`config.mk`:
```
export PLATFORM = sky130hd
export DESIGN_NAME = dmem_access_ctrl
export DESIGN_NICKNAME = d
export VERILOG_FILES = /design/src/rtl/pipe_pkg.sv /design/src/rtl/perf_counter.sv /design/src/rtl/dmem_access_ctrl.sv
export SDC_FILE = /design/constraint.sdc
export NUM_CORES = 1
export LEC_CHECK = 0
export CORE_MARGIN = 3
export CORE_UTILIZATION = 44
export CTS_BUF_LIST = sky130_fd_sc_hd__clkbuf_4
export DETAILED_ROUTE_END_ITERATION = 16
export GPL_ROUTABILITY_DRIVEN = 0
export PLACE_DENSITY = 0.84
export REMOVE_ABC_BUFFERS = 1
export SKIP_CTS_REPAIR_TIMING = 1
export SYNTH_ARGS = -nofsm -noshare
export SYNTH_HDL_FRONTEND = slang
export SYNTH_HIERARCHICAL = 1
export SYNTH_SLANG_ARGS = --single-unit
```
`constraint.sdc`:
```
create_clock -name clk -period 3.32 [get_ports clk]
set_input_delay 0.332 -clock clk [delete_from_list [all_inputs] [get_ports clk]]
set_output_delay 0.332 -clock clk [all_outputs]
set_load 0.005 [all_outputs]
```
`src/rtl/pipe_pkg.sv`:
```
// rtl/pipe_pkg.sv - shared MEM-stage types and constants
package pipe_pkg;

   typedef enum logic [1:0] {MEM_IDLE, MEM_WAIT, MEM_ABORT} mem_state_t;

   localparam int DMEM_TIMEOUT_DEF = 16;

endpackage

```
`src/rtl/perf_counter.sv`:
```
// rtl/perf_counter.sv - enable / synchronous-clear performance counter
module perf_counter #(
   parameter int CNT_W = 32
) (
   input  logic             clk,
   input  logic             clr_i,
   input  logic             en_i,
   output logic [CNT_W-1:0] cnt_o
);

   logic [CNT_W-1:0] cnt_q;

   // Count enabled cycles; wraps naturally at 2^CNT_W.
   always_ff @(posedge clk) begin
      if (clr_i) begin
         cnt_q <= '0;
      end else if (en_i) begin
         cnt_q <= cnt_q + CNT_W'(1);
      end
   end

   assign cnt_o = cnt_q;

endmodule

```
`src/rtl/dmem_access_ctrl.sv`:
```
// rtl/dmem_access_ctrl.sv - MEM-stage sequencer for a variable-latency data memory
module dmem_access_ctrl
   import pipe_pkg::*;
#(
   parameter int TIMEOUT = DMEM_TIMEOUT_DEF,
   parameter int CNT_W   = 32
) (
   input  logic             clk,
   input  logic             rst,
   input  logic             mem_read,
   input  logic             mem_write,
   input  logic             reg_write_in,
   input  logic [31:0]      address,
   input  logic [31:0]      write_data,
   output logic             dmem_req,
   output logic             dmem_we,
   output logic [31:0]      dmem_addr,
   output logic [31:0]      dmem_wdata,
   input  logic [31:0]      dmem_rdata,
   input  logic             dmem_ready,
   output logic             stall,
   output logic             mwb_reg_write,
   output logic [31:0]      mwb_read_data,
   output logic             err,
   output logic [CNT_W-1:0] stall_cnt,
   output logic [CNT_W-1:0] access_cnt
);

   localparam int WC_W = $clog2(TIMEOUT) + 1;

   mem_state_t        state_q, state_d;
   logic [31:0]       lat_addr_q;
   logic [31:0]       lat_wdata_q;
   logic              lat_we_q;
   logic              lat_regw_q;
   logic [WC_W-1:0]   wait_cnt_q;
   logic [WC_W-1:0]   wait_inc;
   logic              err_q;
   logic              access;
   logic              complete;
   logic              start_wait;

   assign access     = mem_read | mem_write;
   assign wait_inc   = wait_cnt_q + WC_W'(1);
   assign start_wait = (state_q == MEM_IDLE) && access && !dmem_ready;

   // State register.
   always_ff @(posedge clk) begin
      if (rst) begin
         state_q <= MEM_IDLE;
      end else begin
         state_q <= state_d;
      end
   end

   // Next-state logic. The request cycle in IDLE already counts as the
   // first cycle without ready, so the post-increment count is compared
   // to give TIMEOUT stall cycles in total before aborting.
   always_comb begin
      state_d = state_q;
      case (state_q)
         MEM_IDLE:  if (start_wait) state_d = MEM_WAIT;
         MEM_WAIT: begin
            if (dmem_ready) begin
               state_d = MEM_IDLE;
            end else if (wait_inc == WC_W'(TIMEOUT - 1)) begin
               state_d = MEM_ABORT;
            end
         end
         MEM_ABORT: state_d = MEM_IDLE;
         default:   state_d = MEM_IDLE;
      endcase
   end

   // Request latches, wait counter and sticky timeout flag.
   always_ff @(posedge clk) begin
      if (rst) begin
         lat_addr_q  <= '0;
         lat_wdata_q <= '0;
         lat_we_q    <= 1'b0;
         lat_regw_q  <= 1'b0;
         wait_cnt_q  <= '0;
         err_q       <= 1'b0;
      end else begin
         if (start_wait) begin
            lat_addr_q  <= address;
            lat_wdata_q <= write_data;
            lat_we_q    <= mem_write;
            lat_regw_q  <= reg_write_in;
            wait_cnt_q  <= '0;
         end else if (state_q == MEM_WAIT && !dmem_ready) begin
            wait_cnt_q  <= wait_inc;
         end
         if (state_q == MEM_ABORT) begin
            err_q <= 1'b1;
         end
      end
   end

   // Output muxing; reset forces an idle, non-stalling, non-writing cycle.
   always_comb begin
      dmem_req      = 1'b0;
      dmem_we       = lat_we_q;
      dmem_addr     = lat_addr_q;
      dmem_wdata    = lat_wdata_q;
      stall         = 1'b0;
      mwb_reg_write = 1'b0;
      mwb_read_data = '0;
      complete      = 1'b0;
      if (!rst) begin
         case (state_q)
            MEM_IDLE: begin
               dmem_req   = access;
               dmem_we    = mem_write;
               dmem_addr  = address;
               dmem_wdata = write_data;
               if (access) begin
                  if (dmem_ready) begin
                     mwb_read_data = dmem_rdata;
                     mwb_reg_write = reg_write_in;
                     complete      = 1'b1;
                  end else begin
                     stall = 1'b1;
                  end
               end else begin
                  mwb_reg_write = reg_write_in;
               end
            end
            MEM_WAIT: begin
               dmem_req = 1'b1;
               if (dmem_ready) begin
                  mwb_read_data = dmem_rdata;
                  mwb_reg_write = lat_regw_q;
                  complete      = 1'b1;
               end else begin
                  stall = 1'b1;
               end
            end
            default: ;
         endcase
      end
   end

   assign err = err_q;

   perf_counter #(.CNT_W(CNT_W)) u_stall_cnt (
      .clk   (clk),
      .clr_i (rst),
      .en_i  (stall),
      .cnt_o (stall_cnt)
   );

   perf_counter #(.CNT_W(CNT_W)) u_access_cnt (
      .clk   (clk),
      .clr_i (rst),
      .en_i  (complete),
      .cnt_o (access_cnt)
   );

endmodule

```
; ---- Yosys cells after proc, flatten, opt, wreduce, memory -nomap -nowiden
; Index checks and enable logic that the tools add are counted.
[totals]
ff_bits = 138
inputBits = 102
output_inout_bits = 165
[classes]
add_sub_neg = 3
n_eq_ne = 5
mux = 29
bitwise_logic = 1
reduce_logical = 7
[ops]
columns = op, n
row1 = two-way mux 32 bit, 7
row2 = adder 32 x 1 -> 32 bit (second input constant), 2
row3 = one-hot mux 32 bit (2 select lines), 1
row4 = two-way mux 1 bit, 13
row5 = one-hot mux 1 bit (2 select lines), 4
row6 = two-way mux 2 bit, 3
row7 = adder 5 x 1 -> 5 bit (second input constant), 1
row8 = == test 5 x 4 -> 1 bit (second input constant), 1
row9 = one-hot mux 2 bit (2 select lines), 1
row10 = logical AND 1 bit, 3
row11 = inequality test 3 bit (second input constant), 1
row12 = == test 2 x 1 -> 1 bit (second input constant), 1
row13 = == test 2 bit (second input constant), 1
row14 = zero test 2 bit, 1
row15 = inequality test 2 bit (second input constant), 1
row16 = AND reduction 2 bit, 1
row17 = OR reduction 2 bit, 1
row18 = zero test 1 bit, 1
row19 = OR 1 bit, 1

; ---- Depth between registers and ports, before layout
; Gate-level depths: netlist (run 1).
[logic_depth]
word_depth = 5
ltp_mapped = 10

; ---- Hierarchy
; Netlist (run 1), hierarchy kept.
[modules_own_cells]
columns = mod, n_inst, cells_each, area_per_inst_um2, seq_area_each_um2
row1 = dmem_access_ctrl, 1, 443, 3684.8, 1481.4
row2 = perf_counter, 2, 181, 1564.0, 640.6

; ---- Worst setup path after synthesis (run 1)
; OpenSTA, ideal clock, no wires.
[synth_path]
path_type = flip-flop to flip-flop
from = register state_q[1]
to = register u_stall_cnt.cnt_q[27] (netlist: u_stall_cnt/cnt_o[27])
arrival_time_ns = 2.580
setup_slack_ns = 0.619
path_stages_with_launch = 10
period_less_slack_ns = 2.701
cell_sequence = dfxtp_1 -> nor4_4 -> clkbuf_1 -> o21a_1 -> buf_2 -> and4_1 -> buf_2 -> nand4_1 -> nor3b_1 -> mux2_2
[synth_between]
elab_chain_len = 3
elab_cells_between_ends = 4
cone_classes = eq/ne: 1 / mux: 2 / reduce/logical: 1
[synth_lines]
columns = element, line
row1 = from (decl), dmem_access_ctrl.sv:31  ; mem_state_t state_q, state_d;
row2 = from (signal assigned), dmem_access_ctrl.sv:52  ; state_q <= state_d;
row3 = == test 2 x 1 -> 1 bit / zero test 2 bit (equally long branches), dmem_access_ctrl.sv:111  ; case (state_q)
row4 = one-hot mux 1 bit (2 select lines) (*), dmem_access_ctrl.sv:111
row5 = two-way mux 1 bit (*), dmem_access_ctrl.sv:110  ; if (!rst) begin
row6 = via stall, dmem_access_ctrl.sv:21  ; output logic stall,
row7 = to (signal assigned), perf_counter.sv:18  ; cnt_q <= cnt_q + CNT_W'(1);
row8 = to (decl), perf_counter.sv:11  ; logic [CNT_W-1:0] cnt_q;
; Mark *: on every way through the listed nets, which the timed path passes. The rest lies on a longest branch.
; A chain may end at the register's enable or synchronous reset.

; ---- Worst setup path after layout (run 1)
[layout_path]
from = register state_q[1]
to = output port dmem_addr[27]
[layout_between]
elab_chain_len = 3
[layout_lines]
columns = element, line
row1 = zero test 2 bit, dmem_access_ctrl.sv:111
row2 = two-way mux 32 bit, dmem_access_ctrl.sv:111
row3 = two-way mux 32 bit, dmem_access_ctrl.sv:110
row4 = to (decl), dmem_access_ctrl.sv:17  ; output logic [31:0] dmem_addr,
; No other way between the ends.

==> metrics.cfg, run 1 <==
[worst_setup_path]
critPathMaxFanout=65
reg2reg_from=state_q[1]
worst_setup_path_start_kind=flip-flop
worstReg2RegEnd=u_access_cnt/cnt_o[26]
r2r_setup_slack_ns=0.90
critical-path-max-stage-delay_ns=0.50
cpLargestDelayFamily=buffers and inverters
worstPathArrival_ns=2.51
worstPathCellList=nor3_2 -> buf_12 -> mux2_2 -> clkdlybuf4s50_1
rr_worst_depth=7
cp_num_buf_inv=2
cp.required_ns=2.99
critPathKind=reg -> out
end_kind=primary output
cp_slowest_cell=clkdlybuf4s50_1

[sta]
finalSetupViolations=0
tightest_slew_ns=0.887
fmax_mhz=352
hold_violations=0
rsz0062_at_grt=no
finalMaxSlewViolations=0
fin_crit_sh=0.855
period_minus_slack_ns=2.84
timing.slew.headroom=0.409
skew_ns=0.0136

[clock_tree]
cts_buffers=17
path_clk_slew_ns=0.12
clock_latency_ns=0.52
cts_htree_levels=4
clockBufferDepth=2
clock-sinks=138
cts_tree=done
cts-root-buf=clkbuf_4

[routing]
antenna_left=0
wirelength_mm=19.0
avgViaCountPerCell=5.27
wire_per_inst_um=15.3
drtIter0Drc=329
num_vias=6544
firstDrtPassIters=5
drc=0

[cells_and_area]
postLayoutCoreUtil=0.659
drive_gt1_frac=0.129
area_growth_pct=43.7
stdcell_count=1241
nNetsFinal=1151
seqCellArea_mm2=0.00276
n_fill_cell=1238
multi_input_area_mm2=0.00376

[global_routing]
grt_use_total=0.216
antenna_found_initial=1
grt_max_degree=90
grt_pass1_wl_mm=29.6
grt_pass1_vias=6081
overflow=0

[placement]
dp_hpwl_mm=13.5
placedCellCount=1210
io_buffer_count=266

[run]
drv_cap=0

[power_and_ir_drop]
clkPwrFrac=0.304
total_leakage_power_nw=3.55
combPwrFrac=0.187
power_per_cell_area_mw_per_mm2=348
netSwitchingPower_mw=0.861
peakVddDrop_mv=0.196
total_power_mw=3.41
p_seq_frac=0.509
sw_frac_of_total=0.252
p_int_mw=2.55

[run_status]
run_status=finished clean

[hold_path]
min_to=lat_addr_q[16]
hp-class=in -> reg
holdPathStages=3
hold_start=address[16]

[logic_synthesis]
synth_area_per_cell_um2=8.46
yosysMostFrequentCell=nand2_1
ys_warn_count=6
netlist_top_cells_area=dfxtp_1 41%, mux2_2 14%, nand2_1 8.4%, a21oi_1 6.1%, and2_1 3.2%
ys_seq_area_frac=0.406
synthCells=805
synth_ff_type=dfxtp_1
post-synth-top-area-cell=dfxtp_1
synth-seq-cells=138
netlist.area_leader.share=0.406
syn_area_mm2=0.00681
synth_edf_count=0
synth_cell_types=37
synthTopCellsByCount=152 x nand2_1, 138 x dfxtp_1, 83 x a21oi_1, 83 x mux2_2, 56 x nor2_1
synth-async-reset-ratio=0

[die]
dieHeight_um=130
core_area_mm2=0.0149
io_pins=267
rows=44
die-area_mm2=0.0170
die_x_um=130
initial_core_util=0.458

==> worst max path at each step <==
| stage | from | end | slack, ns | depth (start not counted) |
|---|---|---|---|---|
| 6_report | state_q[1] | dmem_addr[27] | 0.48 | 4 |
| 5_1_grt | state_q[1] | mwb_read_data[22] | 0.25 | 6 |
| 4_1_cts | state_q[1] | mwb_read_data[1] | 0.38 | 6 |
| 2_1_floorplan | state_q[0] | dmem_addr[0] | -2.54 | 2 |
| 3_3_place_gp | mem_write | u_stall_cnt/cnt_o[27] | 0.53 | 8 |
| 3_5_place_dp | mem_write | u_stall_cnt/cnt_o[27] | 0.48 | 8 |
==> per-layer routing <==
metal / GRT usage / share of wire
met5: 0 / 0
met4: 0.0720 / 0.019
met3: 0.0748 / 0.091
met2: 0.365 / 0.48
met1: 0.258 / 0.41
==> logic make-up after synthesis <==
logic type,count (synthesis),share of synthesized area
XOR/XNOR,32,0.0411
adder cells (fa/ha/maj),4,0.00735
flip-flops,138,0.406
buffers and inverters,64,0.0444
AO/OA/AOI/OAI,103,0.0797
multiplexers,89,0.147
AND/OR/NAND/NOR,375,0.275
==> placed cells by master, fill, tap and decap left out, types with 4 or more instances in the layout <==
| cell type | count |
|---|---|
| clkdlybuf4s50_1 | 265 |
| nand2_1 | 152 |
| dfxtp_1 | 138 |
| mux2_2 | 83 |
| a21oi_1 | 82 |
| nor2_1 | 56 |
| and2_1 | 35 |
| nor3_1 | 24 |
| nand4_1 | 22 |
| xor2_1 | 22 |
| nand3_1 | 20 |
| clkbuf_4 | 20 |
| nor2b_1 | 20 |
| inv_1 | 11 |
| o21ai_0 | 10 |
| xnor2_1 | 10 |
| or3_1 | 8 |
| or4_1 | 7 |
| buf_4 | 7 |
| and4_1 | 6 |
| o31ai_1 | 6 |
| clkinv_2 | 5 |
| ha_1 | 4 |
| and3_1 | 4 |
| nor4_1 | 4 |
| mux2_1 | 4 |
==> through the flow <==
| stage | cell area, um^2 | setup TNS [ns] | worst slack (ns) | hold WS [ns] |
|---|---|---|---|---|
| 6_report | 9790 | 0 | 0.481 | 0.364 |
| 5_1_grt | 9790 | 0 | 0.246 | 0.307 |
| 4_1_cts | 9790 | 0 | 0.380 | 0.303 |
| 3_5_place_dp | 9540 | 0 | 0.485 | 0.445 |
| 3_3_place_gp | 9540 | 0 | 0.532 | 0.440 |
| 2_1_floorplan | 6550 | -173.92 | -2.54 | 0.401 |
==> layout make-up <==
cell class	instances	share of cell area
tap	184	0.0235
clock buffer	20	0.0153
inverter	11	0.00422
clock inverter	10	0.0106
sequential	138	0.282
timing repair buffer	274	0.280
antenna	1	0.000256
multi-input combinational	603	0.384
==> state kept, by name (all words and copies together) (netlist names) <==
name                flops
lat_we_q                1
err                     1
u_access_cnt/cnt_o     32
lat_wdata_q            32
wait_cnt_q              5
state_q                 2
u_stall_cnt/cnt_o      32
lat_addr_q             32
lat_regw_q              1
==> worst register-to-register path, cell delays in order, from the launching register on <==
cell and delay [ns]:
dfxtp_1 0.41, nor2_1 0.24, nand2_1 0.10, a21oi_2 0.19
and4_1 0.39, nand4_1 0.36, nor3_1 0.31, mux2_1 0.34
==> power groups by stage <==
stage          logic, mW  registers (mW)  clock network (mW)
2_1_floorplan      0.246            1.77                   0
3_3_place_gp       0.636            1.77                   0
3_5_place_dp       0.641            1.77                   0
4_1_cts            0.646            1.74                1.08
5_1_grt            0.695            1.74                1.15
6_report           0.639            1.74                1.04
(Power assumes the default switching activity.)
==> inputs of run 2 (changes only) <==
Settings changed: CORE_UTILIZATION 44 to 40, CTS_BUF_LIST sky130_fd_sc_hd__clkbuf_4 to sky130_fd_sc_hd__clkbuf_8 sky130_fd_sc_hd__clkbuf_16, PLACE_DENSITY 0.84 to 0.77.
==> metrics.cfg, run 2 (synthesized netlist as in run 1, its figures left out) <==
[clock_tree]
cts_tree=done
clockBufferDepth=2  ; unchanged
clock_latency_ns=0.41  ; -0.11 ns
cts_buffers=17  ; unchanged
cts_htree_levels=4  ; unchanged
path_clk_slew_ns=0.06  ; -0.06 ns
cts-root-buf=clkbuf_16
clock-sinks=138  ; unchanged

[global_routing]
grt_use_total=0.198  ; -0.0186
grt_max_degree=93  ; +3.3%
grt_pass1_vias=6001  ; -1.3%
overflow=0  ; unchanged
grt_pass1_wl_mm=29.6  ; about the same
antenna_found_initial=1  ; unchanged

[sta]
finalMaxSlewViolations=0  ; unchanged
tightest_slew_ns=0.932  ; +0.0451 ns
finalSetupViolations=0  ; unchanged
setup_ws_ns=0.544  ; +0.0629 ns
tns_ns=0  ; unchanged
skew_ns=0.00574  ; -0.00785 ns
rsz0062_at_grt=no
hold_violations=0  ; unchanged
fmax_mhz=360  ; +2.3%
fin_crit_sh=0.836  ; -0.0189
period_minus_slack_ns=2.78  ; -0.0629 ns
timing.slew.headroom=0.379  ; -0.0301
holdWs_ns=0.449  ; +0.0843 ns

[worst_setup_path]
critPathMaxFanout=37  ; -43%
end_kind=primary output
worst_setup_path_start_kind=flip-flop
critical-path-max-stage-delay_ns=0.51  ; about the same
worstPathCellList=nor2_1 -> nand2_1 -> a21oi_2 -> buf_4 -> and2_1 -> clkdlybuf4s50_1
cp_slowest_cell=clkdlybuf4s50_1
cp_num_buf_inv=2  ; unchanged
critPathKind=reg -> out
cpLargestDelayFamily=buffers and inverters
worstPathArrival_ns=2.44  ; -0.07 ns
cp.required_ns=2.99  ; about the same

[routing]
avgViaCountPerCell=5.07  ; -3.8%
drc=0  ; unchanged
antenna_left=0  ; unchanged
wire_per_inst_um=15.1  ; -1.7%
drtIter0Drc=239  ; -27%
wirelength_mm=19.2  ; +1.1%
num_vias=6474  ; -1.1%
firstDrtPassIters=4  ; -1

[hold_path]
hp-class=reg -> reg

[die]
die_x_um=137  ; +4.7%
rows=47  ; +6.8%
dieHeight_um=137  ; +4.7%
initial_core_util=0.409  ; -0.0490
core_area_mm2=0.0166  ; +12%
die-area_mm2=0.0186  ; +9.5%
io_pins=267  ; unchanged

[cells_and_area]
nNetsFinal=1151  ; unchanged
seqCellArea_mm2=0.00276  ; unchanged
layout_common_cells=265 x clkdlybuf4s50_1, 152 x nand2_1, 138 x dfxtp_1
n_fill_cell=1474  ; +19%
multi_input_area_mm2=0.00376  ; unchanged
diodes=0  ; -1
layout_commonest_cell=clkdlybuf4s50_1
postLayoutCoreUtil=0.610  ; -0.0484
drive_gt1_frac=0.130  ; +0.000947
area_growth_pct=49.1

[placement]
dp_hpwl_mm=13.5  ; -0.43%
place_ws_ns=0.322  ; -0.163 ns
io_buffer_count=266  ; unchanged

[run]
drv_cap=0  ; unchanged

[power_and_ir_drop]
total_power_mw=4.26  ; +25%
power_per_cell_area_mw_per_mm2=419  ; +20%
peakVddDrop_mv=0.336  ; +72%
total_leakage_power_nw=3.68  ; +3.6%

[run_status]
run_status=finished clean

==> run 2: path summary, 6_finish.rpt <==
path	from	endpoint	slack (ns)	cells after the start
setup / recovery	state_q[1]	mwb_read_data[5]	0.54	6
hold / removal	lat_addr_q[30]	lat_addr_q[30]	0.45	2
setup reg to reg	state_q[1]	u_stall_cnt/cnt_o[30]	0.70	6
hold reg to reg	lat_addr_q[30]	lat_addr_q[30]	0.45	2
==> run 2: layer usage <==
metal / up-vias / share of wire / global-route usage
met5: - / 0.00068 / 0
met4: 2 / 0.017 / 0.0627
met1: 2951 / 0.41 / 0.237
met3: 23 / 0.11 / 0.0761
met2: 262 / 0.46 / 0.326
li1: 3236 / - / -
==> run 2: area by class of cell <==
class,instances,area share
clock buffers,18,0.0432
flip-flops and latches,138,0.272
multi-input cells,603,0.370
clock inverters,12,0.0149
inverters,11,0.00406
repair buffers,274,0.269
well taps,220,0.0271
==> run 2: worst register-to-register path: stages, from the launching register on <==
cell     delay, ns
dfxtp_1       0.39
nor4_4        0.32
o21a_1        0.34
and4_1        0.42
nand4_1       0.36
nor3_1        0.32
mux2_2        0.36
==> run 2: per-stage QoR <==
step | cells | cell area [um^2]
2_1_floorplan | 752 | 6550
3_3_place_gp | 1246 | 9570
3_5_place_dp | 1246 | 9570
4_1_cts | 1276 | 10200
5_1_grt | 1276 | 10200
6_report | 1276 | 10200
==> run 2: power breakdown <==
group	internal [mW]	total, mW	switching (mW)
logic	0.387	0.638	0.251
registers	1.71	1.74	0.0277
clock network	1.19	1.89	0.699
total	3.28	4.26	0.977
